[src/rtl/cancelas_pkg.sv]
// Shared constants and types for the parking-lot gate controller.
package cancelas_pkg;

  localparam int unsigned NUM_VAGAS = 8;
  localparam int unsigned IDX_W     = $clog2(NUM_VAGAS);
  localparam int unsigned CNT_W     = 16;

  typedef enum logic [1:0] {
    OCIOSO       = 2'd0,
    ABRE_ENTRADA = 2'd1,
    ABRE_SAIDA   = 2'd2
  } estado_e;

  localparam logic PRIO_SAIDA   = 1'b0;
  localparam logic PRIO_ENTRADA = 1'b1;

endpackage

[src/rtl/controlador_cancelas_if.sv]
// Request, sensor and status signals between the gate controller and its environment.
interface controlador_cancelas_if;
  import cancelas_pkg::*;

  logic                 ReqEntrada;
  logic                 ReqSaida;
  logic [IDX_W-1:0]     VagaSaida;
  logic                 PassouEntrada;
  logic                 PassouSaida;
  logic [NUM_VAGAS-1:0] Vagas;
  logic                 CancelaEntrada;
  logic                 CancelaSaida;
  logic [IDX_W-1:0]     VagaAtribuida;
  logic                 Lotado;
  logic                 ErroSaida;

  modport master (
    output ReqEntrada, ReqSaida, VagaSaida, PassouEntrada, PassouSaida,
    input  Vagas, CancelaEntrada, CancelaSaida, VagaAtribuida, Lotado, ErroSaida
  );

  modport slave (
    input  ReqEntrada, ReqSaida, VagaSaida, PassouEntrada, PassouSaida,
    output Vagas, CancelaEntrada, CancelaSaida, VagaAtribuida, Lotado, ErroSaida
  );

endinterface

[src/rtl/controlador_cancelas_codificador_vaga_livre.sv]
// Lowest-index priority encoder over the free-spot map.
module codificador_vaga_livre
  import cancelas_pkg::*;
(
  input  logic [NUM_VAGAS-1:0] livres_i,
  output logic [IDX_W-1:0]     indice_c_o,
  output logic                 valido_c_o
);

  // Scan from the top so the lowest free index wins.
  always_comb begin
    indice_c_o = '0;
    valido_c_o = 1'b0;
    for (int i = NUM_VAGAS - 1; i >= 0; i--) begin
      if (livres_i[i]) begin
        indice_c_o = IDX_W'(i);
        valido_c_o = 1'b1;
      end
    end
  end

endmodule

[src/rtl/controlador_cancelas.sv]
// Entry/exit gate controller: latches requests, arbitrates with alternating
// priority, tracks the occupancy map and auto-closes idle gates.
module controlador_cancelas
  import cancelas_pkg::*;
#(
  parameter int unsigned TEMPO_ABERTA = 250
) (
  input  logic Clock,
  input  logic ResetN,
  controlador_cancelas_if.slave bus
);

  estado_e              estado_q, estado_d;
  logic [NUM_VAGAS-1:0] vagas_q, vagas_d;
  logic                 cancela_e_q, cancela_e_d;
  logic                 cancela_s_q, cancela_s_d;
  logic                 erro_q, erro_d;
  logic                 lotado_q, lotado_d;
  logic                 pend_e_q, pend_e_d;
  logic                 pend_s_q, pend_s_d;
  logic                 prio_q, prio_d;
  logic [IDX_W-1:0]     vaga_atr_q, vaga_atr_d;
  logic [IDX_W-1:0]     vaga_s_q, vaga_s_d;
  logic [IDX_W-1:0]     vaga_sai_q, vaga_sai_d;
  logic [CNT_W-1:0]     cnt_q, cnt_d;

  logic [IDX_W-1:0]     livre_idx_c;
  logic                 livre_ok_c;
  logic                 pode_e_c, sel_s_c, sel_e_c;

  codificador_vaga_livre u_codificador (
    .livres_i   (~vagas_q),
    .indice_c_o (livre_idx_c),
    .valido_c_o (livre_ok_c)
  );

  // vaga_sai_q holds the spot of the exit in progress so a new ReqSaida
  // latched while the exit gate is open cannot redirect the passage.
  always_comb begin
    estado_d    = estado_q;
    vagas_d     = vagas_q;
    cancela_e_d = cancela_e_q;
    cancela_s_d = cancela_s_q;
    erro_d      = 1'b0;
    pend_e_d    = pend_e_q;
    pend_s_d    = pend_s_q;
    prio_d      = prio_q;
    vaga_atr_d  = vaga_atr_q;
    vaga_s_d    = vaga_s_q;
    vaga_sai_d  = vaga_sai_q;
    cnt_d       = cnt_q;
    pode_e_c    = 1'b0;
    sel_s_c     = 1'b0;
    sel_e_c     = 1'b0;

    if (bus.ReqEntrada && !pend_e_q) pend_e_d = 1'b1;
    if (bus.ReqSaida && !pend_s_q) begin
      pend_s_d = 1'b1;
      vaga_s_d = bus.VagaSaida;
    end

    case (estado_q)
      OCIOSO: begin
        pode_e_c = pend_e_q && livre_ok_c;
        sel_s_c  = pend_s_q && (!pode_e_c || prio_q == PRIO_SAIDA);
        sel_e_c  = pode_e_c && !sel_s_c;
        if (sel_s_c) begin
          pend_s_d = 1'b0;
          if (vagas_q[vaga_s_q]) begin
            estado_d    = ABRE_SAIDA;
            cancela_s_d = 1'b1;
            vaga_sai_d  = vaga_s_q;
            cnt_d       = '0;
            prio_d      = ~prio_q;
          end else begin
            erro_d = 1'b1;
          end
        end else if (sel_e_c) begin
          pend_e_d    = 1'b0;
          estado_d    = ABRE_ENTRADA;
          cancela_e_d = 1'b1;
          vaga_atr_d  = livre_idx_c;
          cnt_d       = '0;
          prio_d      = ~prio_q;
        end
      end
      ABRE_ENTRADA: begin
        cnt_d = cnt_q + CNT_W'(1);
        if (bus.PassouEntrada) begin
          vagas_d[vaga_atr_q] = 1'b1;
          cancela_e_d         = 1'b0;
          estado_d            = OCIOSO;
        end else if (cnt_q == CNT_W'(TEMPO_ABERTA - 1)) begin
          cancela_e_d = 1'b0;
          estado_d    = OCIOSO;
        end
      end
      ABRE_SAIDA: begin
        cnt_d = cnt_q + CNT_W'(1);
        if (bus.PassouSaida) begin
          vagas_d[vaga_sai_q] = 1'b0;
          cancela_s_d         = 1'b0;
          estado_d            = OCIOSO;
        end else if (cnt_q == CNT_W'(TEMPO_ABERTA - 1)) begin
          cancela_s_d = 1'b0;
          estado_d    = OCIOSO;
        end
      end
      default: begin
        estado_d    = OCIOSO;
        cancela_e_d = 1'b0;
        cancela_s_d = 1'b0;
      end
    endcase

    lotado_d = &vagas_d;
  end

  always_ff @(posedge Clock or negedge ResetN) begin
    if (!ResetN) begin
      estado_q    <= OCIOSO;
      vagas_q     <= '0;
      cancela_e_q <= 1'b0;
      cancela_s_q <= 1'b0;
      erro_q      <= 1'b0;
      lotado_q    <= 1'b0;
      pend_e_q    <= 1'b0;
      pend_s_q    <= 1'b0;
      prio_q      <= PRIO_SAIDA;
      vaga_atr_q  <= '0;
      vaga_s_q    <= '0;
      vaga_sai_q  <= '0;
      cnt_q       <= '0;
    end else begin
      estado_q    <= estado_d;
      vagas_q     <= vagas_d;
      cancela_e_q <= cancela_e_d;
      cancela_s_q <= cancela_s_d;
      erro_q      <= erro_d;
      lotado_q    <= lotado_d;
      pend_e_q    <= pend_e_d;
      pend_s_q    <= pend_s_d;
      prio_q      <= prio_d;
      vaga_atr_q  <= vaga_atr_d;
      vaga_s_q    <= vaga_s_d;
      vaga_sai_q  <= vaga_sai_d;
      cnt_q       <= cnt_d;
    end
  end

  assign bus.Vagas          = vagas_q;
  assign bus.CancelaEntrada = cancela_e_q;
  assign bus.CancelaSaida   = cancela_s_q;
  assign bus.VagaAtribuida  = vaga_atr_q;
  assign bus.Lotado         = lotado_q;
  assign bus.ErroSaida      = erro_q;

endmodule

[src/flat_wrapper.sv]
// flat-port wrapper written by rule: the top's interface ports become plain ports
module controlador_cancelas_flat import cancelas_pkg::*;
#(
  parameter int unsigned TEMPO_ABERTA = 250
)
  (Clock, ResetN, bus_ReqEntrada, bus_ReqSaida, bus_VagaSaida, bus_PassouEntrada, bus_PassouSaida, bus_Vagas, bus_CancelaEntrada, bus_CancelaSaida, bus_VagaAtribuida, bus_Lotado, bus_ErroSaida);
  controlador_cancelas_if bus_i ();
  input  logic Clock;
  input  logic ResetN;
  input wire logic [$bits(bus_i.ReqEntrada)-1:0] bus_ReqEntrada;
  input wire logic [$bits(bus_i.ReqSaida)-1:0] bus_ReqSaida;
  input wire logic [$bits(bus_i.VagaSaida)-1:0] bus_VagaSaida;
  input wire logic [$bits(bus_i.PassouEntrada)-1:0] bus_PassouEntrada;
  input wire logic [$bits(bus_i.PassouSaida)-1:0] bus_PassouSaida;
  output wire logic [$bits(bus_i.Vagas)-1:0] bus_Vagas;
  output wire logic [$bits(bus_i.CancelaEntrada)-1:0] bus_CancelaEntrada;
  output wire logic [$bits(bus_i.CancelaSaida)-1:0] bus_CancelaSaida;
  output wire logic [$bits(bus_i.VagaAtribuida)-1:0] bus_VagaAtribuida;
  output wire logic [$bits(bus_i.Lotado)-1:0] bus_Lotado;
  output wire logic [$bits(bus_i.ErroSaida)-1:0] bus_ErroSaida;
  assign bus_i.ReqEntrada = bus_ReqEntrada;
  assign bus_i.ReqSaida = bus_ReqSaida;
  assign bus_i.VagaSaida = bus_VagaSaida;
  assign bus_i.PassouEntrada = bus_PassouEntrada;
  assign bus_i.PassouSaida = bus_PassouSaida;
  assign bus_Vagas = bus_i.Vagas;
  assign bus_CancelaEntrada = bus_i.CancelaEntrada;
  assign bus_CancelaSaida = bus_i.CancelaSaida;
  assign bus_VagaAtribuida = bus_i.VagaAtribuida;
  assign bus_Lotado = bus_i.Lotado;
  assign bus_ErroSaida = bus_i.ErroSaida;
  controlador_cancelas #(.TEMPO_ABERTA(TEMPO_ABERTA)) u_core (.Clock(Clock), .ResetN(ResetN), .bus(bus_i));
endmodule
[config.mk]
export PLATFORM = sky130hd
export DESIGN_NAME = controlador_cancelas_flat
export DESIGN_NICKNAME = d
export VERILOG_FILES = /design/src/rtl/cancelas_pkg.sv /design/src/rtl/controlador_cancelas_if.sv /design/src/rtl/controlador_cancelas_codificador_vaga_livre.sv /design/src/rtl/controlador_cancelas.sv /design/src/flat_wrapper.sv
export SDC_FILE = /design/constraint.sdc
export NUM_CORES = 1
export LEC_CHECK = 0
export CAP_MARGIN = 15
export CORE_MARGIN = 2
export CORE_UTILIZATION = 47
export DETAILED_ROUTE_END_ITERATION = 16
export PLACE_DENSITY = 0.72
export SYNTH_ARGS = -nofsm -noshare
export SYNTH_HDL_FRONTEND = slang
export SYNTH_SLANG_ARGS = --single-unit
[constraint.sdc]
create_clock -name Clock -period 5.2 [get_ports Clock]
set_input_delay 1.3 -clock Clock [delete_from_list [all_inputs] [get_ports Clock]]
set_output_delay 1.3 -clock Clock [all_outputs]
set_load 0.05 [all_outputs]
# Yosys cells after proc, flatten, opt, wreduce, memory -nomap -nowiden
# Index checks and enable logic that the tools add are counted.
word_totals:
  reg_bits: 42
  in_bits: 9
op_classes:
  addsub: 1
  n_eq_ne: 12
  order_cmp: 5
  n_reduce_logical: 24
  muxes: 58
  bitwise_logic: 8
op_table:
  columns: ["op", "count"]
  rows:
  - ["16-bit 2-to-1 mux", 3]
  - ["16-bit case mux with 2 select lines", 1]
  - ["1-bit 2-to-1 mux", 31]
  - ["3-bit 2-to-1 mux", 8]
  - ["16-bit by 1-bit adder with 16-bit output, second input constant", 1]
  - ["16-bit by 8-bit equality test with 1-bit output, second input constant", 1]
  - ["8-bit 2-to-1 mux", 2]
  - ["8-bit inverter", 2]
  - ["8-bit case mux with 2 select lines", 1]
  - ["3-bit by 4-bit < comparator with 1-bit output, second input constant", 3]
  - ["2-bit 2-to-1 mux", 6]
  - ["3-bit AND reduction", 4]
  - ["8-bit AND", 1]
  - ["8-bit OR", 1]
  - ["4-bit AND reduction", 2]
  - ["8-bit AND reduction", 1]
  - ["1-bit logical AND", 7]
  - ["1-bit demux with 3-bit select", 2]
  - ["3-bit by 1-bit >= comparator with 1-bit output, second input constant", 2]
  - ["2-bit by 1-bit inequality test with 1-bit output, second input constant", 3]
  - ["3-bit by 2-bit inequality test with 1-bit output, second input constant", 2]
  - ["1-bit case mux with 3 select lines", 2]
  - ["2-bit case mux with 3 select lines", 1]
  - ["1-bit logical NOT", 4]
  - ["other kinds (12)", 17]

# Logic depth before layout (Yosys ltp)
# Gate-level depths: netlist of run 1.
depth:
  ltp_word: 18
  depth_mapped: 8

# Cells and area by module
# A second synthesis of run 1 with hierarchy kept.
hier_totals:
  cells_unflattened: 265
  hier_area_um2: 2503.7
modules_own_cells:
  columns: ["module", "cells_per_inst", "n_inst", "area_each_um2", "seq_area_each_um2"]
  rows:
  - ["controlador_cancelas", 252, 1, 2423.6, 1051.0]
  - ["codificador_vaga_livre", 13, 1, 80.1, 0.0]

# Worst setup path after synthesis of run 1
# No wires, ideal clock.
synth_path:
  path_type: "input -> register"
  start: "input bus_PassouSaida"
  end: "register u_core.lotado_q, in the netlist u_core.bus.Lotado"
  path_buffers: 1
  t_required_ns: 5.079
  stages: 6
  arrival_time_ns: 2.364
  setup_slack_ns: 2.715
  path_cell_list: "clkbuf_1 or4b_1 a21oi_1 o32ai_1 nand4_1 nor4bb_1"
synth_between:
  elab_chain_cells: 3
synth_lines:
  columns: ["item", "line", "source"]
  rows:
  - ["from (decl)", "flat_wrapper.sv:14", "input wire logic [$bits(bus_i.PassouSaida)-1:0] bus_PassouSaida;"]
  - ["8-bit 2-to-1 mux", "controlador_cancelas.sv:100", "if (bus.PassouSaida) begin"]
  - ["8-bit case mux with 2 select lines", "controlador_cancelas.sv:62", "case (estado_q)"]
  - ["named net u_core.vagas_d[0]", "controlador_cancelas.sv:14", "logic [NUM_VAGAS-1:0] vagas_q, vagas_d;"]
  - ["8-bit AND reduction", "controlador_cancelas.sv:116", "lotado_d = &vagas_d;"]
  - ["named net u_core.lotado_d", "controlador_cancelas.sv:18", "logic lotado_q, lotado_d;"]
  - ["to (signal assigned)", "controlador_cancelas.sv:140", "lotado_q <= lotado_d;"]
  - ["to (decl)", "controlador_cancelas.sv:18", null]
# The timed path passes the listed nets, and every way through them passes these cells.
# A chain may end at the register's enable or synchronous reset.

# Worst setup path in the final report of run 1
layout_path:
  start: "register u_core.vaga_s_q[2]"
  end: "register u_core.cnt_q[4]"
layout_between:
  elab_chain_cells: 4
layout_lines:
  columns: ["item", "line", "source"]
  rows:
  - ["from (decl)", "controlador_cancelas.sv:23", "logic [IDX_W-1:0] vaga_s_q, vaga_s_d;"]
  - ["from (signal assigned)", "controlador_cancelas.sv:145", "vaga_s_q <= vaga_s_d;"]
  - ["1-bit binary-select mux with 3-bit select", "controlador_cancelas.sv:69", "if (vagas_q[vaga_s_q]) begin"]
  - ["1-bit 2-to-1 mux (implied by the code)", "controlador_cancelas.sv:69", null]
  - ["3-bit inequality test (no source line)", null, null]
  - ["3-bit AND reduction (no source line)", null, null]
  - ["to (signal assigned)", "controlador_cancelas.sv:147", "cnt_q <= cnt_d;"]
  - ["to (decl)", "controlador_cancelas.sv:25", "logic [CNT_W-1:0] cnt_q, cnt_d;"]
# Every way passes these cells. The select of a mux whose other input is x is not followed.

==> results.txt, run 1 <==
- The flow ran to the end, and the final reports show no timing, DRC or antenna violations.
- The via count of the first global-routing pass came to 1,825.
- Clock buffer depth: 2
- Across the run, the number of max-cap violations was 0.
- Number of antenna cells inserted: 0
- For this configuration, the core starts out at a cell density of 49.0%.
- Prior to clock tree synthesis, the placed netlist has a worst setup slack of 2.16 ns.
- Of the cells placed in the final design, the portion with a size suffix greater than 1 is 12.0%.
- Synthesized instance count: 257
* Row count: 26
- Endpoints failing hold: 0
- Setup repair after global routing left no endpoint under its margin.
- Resized Gates After CTS: 0
* Distinct cell type count after synthesis: 54
- The worst register-to-register path has a depth of 5.
- STA classifies the critical path endpoint as a register.
* Areal power density over the cells: 434 nW/µm²
- For this run, the number of Yosys warnings is 0.
* Ys flop type: dfrtp_1
- Final hold analysis gives a worst-case slack of 0.512 ns.
* Category of the most critical setup path: reg -> reg
- The count of nets left with antenna violations once routing finished came out at 0.
* Count of input and output buffers: 23
- Top-Level Pins: 24
- Post-synthesis sequential element count: 42
* Total routing usage reported by global routing: 19.1%
- Least-Margin Pin Slew: 0.947 ns
* Max-slew headroom at the worst pin: 36.8%
* Routed wire per std cell: 16.2 µm
* Highest clock frequency the design can meet: 328 MHz
- The final layout contains 289 nets.
* Maximum fanout along the worst path: 18
* Max Clock Skew: 0.0143 ns
- For the final routed database, the setup TNS stands at 0 ns.
- Post CTS Setup Buffer Count: 0
- Hold path cells: 2
- For this run, the register share of the synthesized area comes to 41.5%.
- In this run the cell area of the synthesized design comes to 2530 µm².
- Clk slew on worst S/H paths: 0.08 ns
* TritonCTS clock tree: done
- Clock root buffer: clkbuf_8
- DRT iter0 DRCs: 124
* Worst hold path type: reg -> reg
* # setup viols final: 0
- Core area: 5170 µm²
- Number of levels the H-tree was split into: 2
- The final route contains 2,066 vias.
- Leaving out fill and tap cells, the most frequent cell in the layout is dfrtp_1.
- Pin count of the biggest net entering global routing: 43
- Max-slew violation count: 0
* Clock tree sinks: 42
* Total placed cells including tap cells: 337
- Number of iterations in the first detailed-routing pass: 4
* Synth Net Count: 272
- For this run, design rule violations remaining after detail routing come to 0.
- Aggregate global routing overflow: 0
* Number of clock buffers inserted by TritonCTS: 5
* Portion of the clock cycle consumed by the worst path in the final layout: 58.6%
* Global-route wire length before repair: 9130 µm
* Crit path DAT: 3.18 ns
* Post-detailed-route via-to-cell ratio: 5.99
- Summed over all cells, the static leakage comes to 1.09 nW.
- The floorplan step set the die width to 77.4 µm.
- Once layout is complete, the cells apart from fillers number 345.
* Final Util: 55.4%
- The number of hold buffers added after CTS was 0.
- Critical path required time: 5.34 ns
* Final wirelength: 5600 µm
* Post-DP HPWL: 3890 µm
* Min Tclk post-route: 3.05 ns
- Maximum VDD drop: 0.215 mV
- The floorplan step defined a die boundary enclosing 6000 µm².
- Top library cells by usage in the layout, fill and taps aside: dfrtp_1 (42), o21ai_0 (24), clkdlybuf4s50_1 (22)
- Overall die height: 77.4 µm
- Clock network latency to the later pin of the worst-skew pair: 0.30 ns
- Startpoint kind of the worst setup timing path: register
* Minimum setup slack in the final design: 2.15 ns
- From synthesis to final layout, the design area changed by 13.0%.
* Number of synthesized flops with an enable pin: 0
- Share of synthesized registers carrying an async set or reset: 100%
- Mean instance size in the synthesized netlist: 9.86 µm²
* Initial antenna violation count: 0
* Placer Congestion: 0.844
[critical path: stages (launching register included)]
cell,delay [ns]
dfrtp_1,0.43
mux4_1,0.57
mux2_4,0.32
a211oi_4,0.60
or2_1,0.70
o311ai_0,0.24
[kinds of logic (layout without fill, tap and decap cells)]
| logic type | Yosys count | count (layout) | synth area share [%] |
|---|---|---|---|
| AO/OA/AOI/OAI | 76 | 76 | 22.4 |
| XOR/XNOR | 1 | 1 | 0.346 |
| adder cells (fa/ha/maj) | 6 | 6 | 2.96 |
| buffers and inverters | 31 | 49 | 5.63 |
| flip-flops | 42 | 42 | 41.5 |
| multiplexers | 9 | 9 | 5.92 |
| AND/OR/NAND/NOR | 92 | 92 | 21.3 |
[power breakdown]
group	leakage (nW)	internal, W	total, W	switching [W]
Sequential	0.562	0.000387	0.000468	0.0000813
Clock	0.0408	0.0000960	0.000218	0.000122
Combinational	0.491	0.000194	0.000557	0.000362
[path summary, 6_finish.rpt]
kind                                               from                        end  slack (ns)
worst min register to register  u_core.bus.CancelaSaida    u_core.bus.CancelaSaida        0.51
min in group asynchronous                        ResetN            u_core.cnt_q[2]        1.14
max in group asynchronous                        ResetN  u_core.bus.CancelaEntrada        3.47
worst max-delay path                 u_core.vaga_s_q[2]            u_core.cnt_q[4]        2.15
worst max register to register       u_core.vaga_s_q[2]            u_core.cnt_q[4]        2.15
worst min-delay path            u_core.bus.CancelaSaida    u_core.bus.CancelaSaida        0.51
[final cells by class]
class / count / area [µm²]
tap: 70 / 87.6
inverter: 18 / 67.6
timing repair buffer: 23 / 225
multi-input combinational: 184 / 1340
clock inverter: 3 / 23.8
fill: 447 / 2310
clock buffer: 5 / 68.8
sequential: 42 / 1050
[through the flow]
step | area [µm²] | total power [W]
after floorplan | 2530 | 0.000924
after global placement | 2770 | 0.00102
after detailed placement | 2770 | 0.00102
after CTS | 2870 | 0.00125
after global routing | 2870 | 0.00132
final | 2870 | 0.00124
[flip-flops by register name, indices dropped and copies added, names as in the netlist]
signal / cells
u_core.bus.ErroSaida: 1
u_core.cnt_q: 16
u_core.pend_e_q: 1
u_core.vaga_sai_q: 3
u_core.bus.Vagas: 8
u_core.bus.CancelaSaida: 1
u_core.estado_q: 2
u_core.pend_s_q: 1
u_core.bus.CancelaEntrada: 1
u_core.vaga_s_q: 3
u_core.bus.VagaAtribuida: 3
u_core.bus.Lotado: 1
u_core.prio_q: 1
[cells in the mapped netlist, drive strengths merged (2+ instances only)]
| master | number | share of area (%) |
|---|---|---|
| o22ai | 7 | 2.0 |
| clkbuf | 11 | 1.7 |
| o311ai | 2 | 0.69 |
| mux2 | 6 | 2.8 |
| nand2 | 17 | 2.5 |
| nand4 | 8 | 2.0 |
| nand3b | 9 | 2.7 |
| ha | 6 | 3.0 |
| dfrtp | 42 | 41 |
| a21oi | 13 | 2.6 |
| o21a | 2 | 0.59 |
| nor3 | 2 | 0.39 |
| buf | 2 | 1.2 |
| nor2b | 2 | 0.49 |
| o21ai | 25 | 5.1 |
| and3 | 6 | 1.5 |
| nor2 | 6 | 0.89 |
| inv | 18 | 2.7 |
| o211ai | 5 | 1.5 |
| nand4b | 4 | 1.4 |
| a311oi | 2 | 0.69 |
| mux4 | 3 | 3.1 |
| nor4 | 3 | 0.74 |
| nand3 | 16 | 3.2 |
| a22o | 2 | 0.74 |
| nand2b | 8 | 2.0 |
| or2 | 3 | 0.74 |
| o221ai | 9 | 5.1 |
| or3b | 2 | 0.69 |
[per-layer routing]
layer / global-route usage (%) / vias to the layer above / part of all wire, %
li1: - / 1004 / -
met1: 28.3 / 1006 / 49
met2: 28.3 / 50 / 45
met3: 4.19 / 6 / 4.5
met4: 4.82 / 0 / 0.86
met5: 0 / - / 0
Power figures use the tool's default switching activity.
==> run 2: changes to the inputs <==
--- a/config.mk
+++ b/config.mk
@@ -9,7 +9,7 @@
 export CORE_MARGIN = 2
 export CORE_UTILIZATION = 47
 export DETAILED_ROUTE_END_ITERATION = 16
-export PLACE_DENSITY = 0.72
+export PLACE_DENSITY = 0.74
 export SYNTH_ARGS = -nofsm -noshare
 export SYNTH_HDL_FRONTEND = slang
 export SYNTH_SLANG_ARGS = --single-unit
==> constraint.sdc (replaced) <==
create_clock -name Clock -period 2.4 [get_ports Clock]
set_input_delay 0.6 -clock Clock [delete_from_list [all_inputs] [get_ports Clock]]
set_output_delay 0.6 -clock Clock [all_outputs]
set_load 0.05 [all_outputs]
==> run 2 against run 1 <==
  * Highest routed layer unchanged
  * Sequential power up 120%
  * Critical path type unchanged
  * Routed wire length grew 5.1%
  * Flip-flop and latch count did not move
  * Largest power group unchanged
  * Clock power increased to 3.1 times the previous value
  * Fmax is 37% higher
==> results.txt, run 2 (synthesized netlist as in run 1, its figures left out) <==
- The overall global routing resource usage was 20.5% (+1.4 points).
* Row count: 26 (unchanged)
- Maximum fanout along the worst path: 17 (-1)
- Part of the power in the clock network: 22.3% (+4.8 points)
* Number of iterations in the first detailed-routing pass: 5 (+1)
- The setup clock skew after layout is 0.00733 ns (-0.00700 ns).
* Highest clock frequency the design can meet: 451 MHz (+37%)
- The number of clock buffers inserted by TritonCTS is 5 (unchanged).
- The clock transition time at the flip-flop clock pins of the worst setup and hold paths was 0.09 ns (about the same).
- The number of design-rule violations left by the first detailed-router iteration was 185 (+49%).
* Switching power total: 0.00127 W (+120%)
- Routed wire per std cell: 16.5 µm (+1.8%)
- The library cell used most frequently in the layout, excluding fill and tap cells, is dfrtp_1.
- Aggregate global routing overflow: 0 (unchanged)
* Count of input and output buffers: 23 (unchanged)
- Outcome: complete, no violations
* Final wirelength: 5880 µm (+5.1%)
- Top library cells by usage in the layout, fill and taps aside: dfrtp_1 (42), o21ai_0 (24), clkdlybuf4s50_1 (22)
- Post-detailed-route via-to-cell ratio: 6.09 (+1.6%)
* Initial Util: 49.0% (unchanged)
- Number of antenna cells inserted: 0 (unchanged)
- The largest stage delay on the critical path was 0.57 ns (-0.13 ns).
* Via count of the first global-routing pass: 1,979 (+8.4%)
- The share of the cycle needed by the critical path after routing came to 92.4% (+34 points).
* Post-cts hold buffer count: 0 (unchanged)
- Most flop-heavy register: u_core.cnt_q
- Setup repair after global routing missed its margin: no
* Total number of vias: 2,167 (+4.9%)
- Gate power share: 44.3% (-0.5 points)
- Standard cell with the maximum stage delay on the critical path: mux4_1
- The total setup violations reported at the end of the flow is 0 (unchanged).
- The H-tree depth reported by CTS is 2 (unchanged).
- The initial antenna violation count is 0 (unchanged).
* Worst setup EP type: register
- The static leakage power was 1.18 nW (+7.7%).
- The count of pins on the block boundary is 24 (unchanged).
- Post-DP HPWL: 4110 µm (+5.6%)
* Critical path required time: 2.59 ns (-2.75 ns)
* Die width: 77.4 µm (unchanged)
- Category of the most critical setup path: reg -> reg
- WP buf/inv: 1 (+1)
* Clock tree sinks: 42 (unchanged)
- The worst supply voltage drop on vdd came to 0.618 mV (+190%).
* TritonCTS clock tree: done
- Cell class contributing the biggest share of worst-path delay: multiplexers
- The die outline area came to 6000 µm² (unchanged).
* Resized Gates After CTS: 0 (unchanged)
- Sum of negative setup slack: 0 ns (unchanged)
- Min Tclk post-route: 2.22 ns (-0.830 ns)
* Global-route wire length before repair: 9860 µm (+8.0%)
- The post-detailed-route count of antenna-violating nets is 0 (unchanged).
- The count of max-cap constraint violations is 0 (unchanged).
* Clock network latency to the later pin of the worst-skew pair: 0.30 ns (about the same)
- The sequential fraction of design power was 33.4% (-4.3 points).
- Areal power density over the cells: 1010 nW/µm² (+130%)
- Clock root buffer: clkbuf_8
* Least-Margin Pin Slew: 0.638 ns (-0.309 ns)
* Worst hold path type: in -> async
* Residual DRC count: 0 (unchanged)
* Crit path DAT: 2.41 ns (-0.77 ns)
- The standard cell core area was 5170 µm² (unchanged).
- Switching share of power: 41.9% (-3.6 points)
- The pin count of the biggest net entering global routing was 43 (unchanged).
- Number of nets at the end of the flow: 300 (+3.8%)
* Filler cells: 432 (-3.4%)
- Max-slew violation count: 0 (unchanged)
* Crit path cell chain: mux4_1 -> mux2_4 -> a211oi_4 -> buf_4 -> o21ai_0 -> a22o_2
* Share of post-route cells with drive strength above 1: 15.4% (+3.4 points)
- Endpoints failing hold: 0 (unchanged)
- The worst hold slack across all endpoints is 0.366 ns (-0.147 ns).
- The worst setup path is launched from a register.
- The flip-flop count of the largest register, all copies and words added came to 16 (unchanged).
- Post CTS Setup Buffer Count: 0 (unchanged)
- Max-slew headroom at the worst pin: 57.0% (+20 points)
- The vertical die dimension is 77.4 µm (unchanged).
* Clock buffer depth: 2 (unchanged)
- Internal power summed over all cells: 0.00175 W (+160%)
* Relative area change from synthesis to final layout: 18.1%
- The final estimated routing congestion in global placement came to 0.880 (+4.3%).
## run 2: worst register-to-register path, cell delays in order (launching register included)
cell      delay [ns]
dfrtp_1         0.41
mux4_1          0.57
mux2_4          0.33
a211oi_4        0.26
buf_4           0.24
o21ai_0         0.11
a22o_2          0.21
## run 2: layout make-up
type | instances | area, µm² | area share, %
timing repair buffer | 34 | 308 | 10.3
tap | 70 | 87.6 | 2.93
multi-input combinational | 184 | 1340 | 44.8
inverter | 18 | 67.6 | 2.26
sequential | 42 | 1050 | 35.1
clock inverter | 3 | 68.8 | 2.30
clock buffer | 5 | 68.8 | 2.30
## run 2: power groups by stage
| stage | sequential [W] | clock [W] | combinational [W] |
|---|---|---|---|
| floorplan | 0.00107 | 0 | 0.000930 |
| global placement | 0.00101 | 0 | 0.00129 |
| detailed placement | 0.00101 | 0 | 0.00132 |
| CTS | 0.00100 | 0.000686 | 0.00133 |
| global route | 0.00103 | 0.000720 | 0.00146 |
| finish | 0.00101 | 0.000674 | 0.00134 |
## run 2: path summary, 6_finish.rpt
path	startpoint	endpoint	slack, ns	cells after the start
setup / recovery	u_core.vaga_s_q[2]	u_core.cnt_q[6]	0.18	6
hold / removal	ResetN	u_core.cnt_q[3]	0.37	2
setup reg to reg	u_core.vaga_s_q[2]	u_core.cnt_q[6]	0.18	6
hold reg to reg	u_core.bus.CancelaSaida	u_core.bus.CancelaSaida	0.52	2
max in group asynchronous	ResetN	u_core.vaga_s_q[2]	1.67	2
min in group Clock	u_core.bus.CancelaSaida	u_core.bus.CancelaSaida	0.52	2
## run 2: per-stage QoR
step	power [W]	utilization [%]	cells	cell area [µm²]	setup slack, ns
2_1_floorplan	0.00200	-	257	2530	0.00942
3_3_place_gp	0.00230	55.2	348	2860	0.187
3_5_place_dp	0.00233	55.2	348	2860	0.0630
4_1_cts	0.00302	57.9	356	2990	0.185
5_1_grt	0.00321	57.9	356	2990	0.0851
6_report	0.00302	57.9	356	2990	0.182
## run 2: layer usage
| layer | global-route usage [%] | vias up | routed length, µm |
|---|---|---|---|
| met3 | 3.60 | 6 | 334 |
| met1 | 29.6 | 1051 | 2810 |
| met2 | 31.7 | 85 | 2680 |
| met5 | 0 | - | 0 |
| met4 | 5.54 | 0 | 57 |
| li1 | - | 1025 | - |
==> run 3: changes to the inputs <==
--- a/config.mk
+++ b/config.mk
@@ -6,10 +6,9 @@
 export NUM_CORES = 1
 export LEC_CHECK = 0
 export CAP_MARGIN = 15
-export CORE_MARGIN = 2
 export CORE_UTILIZATION = 47
 export DETAILED_ROUTE_END_ITERATION = 16
-export PLACE_DENSITY = 0.74
+export PLACE_DENSITY = 0.68
 export SYNTH_ARGS = -nofsm -noshare
 export SYNTH_HDL_FRONTEND = slang
 export SYNTH_SLANG_ARGS = --single-unit
==> constraint.sdc (replaced) <==
create_clock -name Clock -period 2.4 [get_ports Clock]
set_input_delay 0.6 -clock Clock [delete_from_list [all_inputs] [get_ports Clock]]
set_output_delay 0.6 -clock Clock [all_outputs]
set_load 0.005 [all_outputs]
==> run 3 against run 2 <==
  * Setup slack worse by 0.11 ns
  * Cell area increased by 0.59%
  * Combinational power is 4% lower
  * Sequential share of layout area fell by 0.20 points
  * Clock skew grew 0.0028 ns
  * First-iteration DRC count is 39% higher
  * Count of clock-buffer cells in the layout is 1 higher
  * Hold slack better by 0.011 ns
==> results.txt, run 3 (synthesized netlist as in run 1, its figures left out) <==
* Crit path cell chain: mux4_1 -> mux2_4 -> a211oi_4 -> or2_1 -> buf_12 -> o311ai_0
- Final Util: 58.6% (+0.71 points)
- Pin count of the biggest net entering global routing: 43 (unchanged)
* Maximum fanout along the worst path: 17 (unchanged)
- The number of design-rule violations left by the first detailed-router iteration came to 258 (+39%).
- Most common cell after layout, fill and taps aside: dfrtp_1
- The arrival time of data at the critical path endpoint is 2.46 ns (+0.05 ns).
* Residual DRC count: 0 (unchanged)
- Outcome: complete, no violations
* Number of clock buffers inserted by TritonCTS: 5 (unchanged)
* Global-route wire length before repair: 10,000 µm (+1.5%)
- Top library cells by usage in the layout, fill and taps aside: dfrtp_1 (42), o21ai_0 (24), clkdlybuf4s50_1 (22)
- The share of final-layout standard cells stronger than drive strength 1 is 16.3% (+0.88 points).
- Routed wire per std cell: 17.0 µm (+2.7%)
- Endpoints failing hold: 0 (unchanged)
- Top-Level Pins: 24 (unchanged)
- Worst setup EP type: register
- The total number of vias is 2,191 (+1.1%).
* Number of levels the H-tree was split into: 2 (unchanged)
- Met2 layer usage reported by global route: 34.6% (+2.9 points)
- Final wirelength: 6090 µm (+3.6%)
* Worst hold path type: in -> async
- Post-detailed-route via-to-cell ratio: 6.10 (+0.26%)
* Max-slew headroom at the worst pin: 59.7% (+2.7 points)
* Most flop-heavy register: u_core.cnt_q
- Beginning of the worst register-to-register path: u_core.vaga_s_q[2]
- The met1 track demand over resource in global routing is 35.5% (+5.8 points).
* Gate power share: 45.2% (+0.9 points)
- Least-Margin Pin Slew: 0.604 ns (-0.0343 ns)
* Max-slew violation count: 0 (unchanged)
- The initial antenna violation count came to 0 (unchanged).
- Design Power: 0.00286 W (-5.1%)
- Areal power density over the cells: 952 nW/µm² (-5.7%)
* Switching power total: 0.00116 W (-8.4%)
- The peak clock frequency supported by timing was 429 MHz (-4.9%).
- Setup repair after global routing left no endpoint under its margin.
* Number of nets at the end of the flow: 304 (+1.3%)
- The later-pin clock latency in the skew report was 0.29 ns (about the same).
- The data required time of the critical path came to 2.52 ns (-0.07 ns).
* Post-DP HPWL: 4350 µm (+5.8%)
- The static leakage power came to 1.19 nW (+1.3%).
- Max Clock Skew: 0.0102 ns (+0.00285 ns)
- Maximum VDD drop: 0.609 mV (-1.5%)
* # setup viols final: 0 (unchanged)
- Relative area change from synthesis to final layout: 18.8%
- The share of the cycle needed by the critical path after routing came to 97.2% (+4.7 points).
- WP buf/inv: 1 (unchanged)
- The largest stage delay on the critical path is 0.57 ns (about the same).
- Clock root buffer: clkbuf_8
- The clock share of power came to 19.5% (-2.8 points).
* Number of iterations in the first detailed-routing pass: 4 (-1)
- Placer Congestion: 0.956 (+8.6%)
* Aggregate global routing overflow: 0 (unchanged)
- The total of buffers placed on input and output ports was 23 (unchanged).
- The slowest stage of the critical path is the mux4_1 cell.
- The setup TNS was 0 ns (unchanged).
* Via count of the first global-routing pass: 1,977 (-0.10%)
* Global route hottest layer: met1
- Placement Cell Area: 2900 µm² (+1.5%)
* Row count: 26 (unchanged)
- Proportion of power drawn by flip-flops and latches: 35.3% (+1.9 points)
* Switching share of power: 40.5% (-1.4 points)
- The antenna cell count came to 0 (unchanged).
- Post-detailed-route count of antenna-violating nets: 0 (unchanged)
- The count of max-cap constraint violations is 0 (unchanged).
- The final instance area came to 3010 µm² (+0.59%).
* Startpoint kind of the worst setup timing path: register
- Initial Util: 49.3% (+0.31 points)
* Startpoint of the worst setup timing path: u_core.vaga_s_q[2]
* TritonCTS clock tree: done
- Overall die height: 75.4 µm (-2.6%)
- Internal power summed over all cells: 0.00170 W (-2.8%)
* Core area: 5140 µm² (-0.63%)
- The flip-flop count of the largest register, all copies and words added was 16 (unchanged).
* Min Tclk post-route: 2.33 ns (+0.113 ns)
- The kind of cell with the highest combined delay along the critical path is multiplexers.
- The clock transition time at the flip-flop clock pins of the worst setup and hold paths came to 0.07 ns (-0.02 ns).
- The overall global routing resource usage was 23.3% (+2.8 points).
- The die outline area was 5690 µm² (-5.1%).
* Die width: 75.4 µm (-2.6%)
- The buffer levels on the longest clock path is 2 (unchanged).
- The setup path with the least slack is of type reg -> reg.
* Grt met3 use: 5.03% (+1.4 points)
- The CTS sink count is 42 (unchanged).
-- run 3: cell count changes in the layout (fill, tap and decap cells not counted) --
cell,delta
buf_12,+1
buf_4,+3
bufinv_16,-1
clkbuf_8,+1
clkinv_4,-1
-- run 3: area by class of cell --
type	instances	area (µm²)
well taps	70	87.6
clock buffers	6	82.6
flip-flops and latches	42	1050
inverters	18	67.6
repair buffers	38	350
fillers	472	2130
multi-input cells	184	1340
clock inverters	1	30.0
-- run 3: routing by layer --
layer	up-vias	share of wire [%]
met5	-	0
met4	0	0.54
met3	4	6.1
met2	70	45
met1	1083	48
li1	1034	-
-- run 3: path summary, 6_finish.rpt --
path,end,slack (ns),cells after the start
setup / recovery,u_core.cnt_q[4],0.07,6
hold / removal,u_core.cnt_q[5],0.38,2
setup reg to reg,u_core.cnt_q[4],0.07,6
hold reg to reg,u_core.bus.CancelaSaida,0.53,2
max in group asynchronous,u_core.cnt_q[3],1.65,2
min in group Clock,u_core.bus.CancelaSaida,0.53,2
-- run 3: through the flow --
stage	hold slack, ns	setup slack [ns]	cells
6_report	0.377	0.0682	359
5_1_grt	0.419	0.00301	359
4_1_cts	0.388	0.0566	359
3_5_place_dp	0.519	0.0659	352
3_3_place_gp	0.511	0.165	352
2_1_floorplan	0.304	0.238	257
-- run 3: power by group through the flow --
stage,logic [W],registers [W],clock network [W]
floorplan,0.000930,0.000971,0
global placement,0.00126,0.00101,0
detailed placement,0.00127,0.00101,0
CTS,0.00129,0.00100,0.000577
global route,0.00143,0.00104,0.000603
finish,0.00129,0.00101,0.000560
-- run 3: repair_timing --
item / CTS / global route
endpoints found under the setup margin: 0 / 1
setup buffers: 0 / 0
hold buffers: 0 / 0
resized for setup: 0 / 0
hold endpoints to repair: 0 / 0
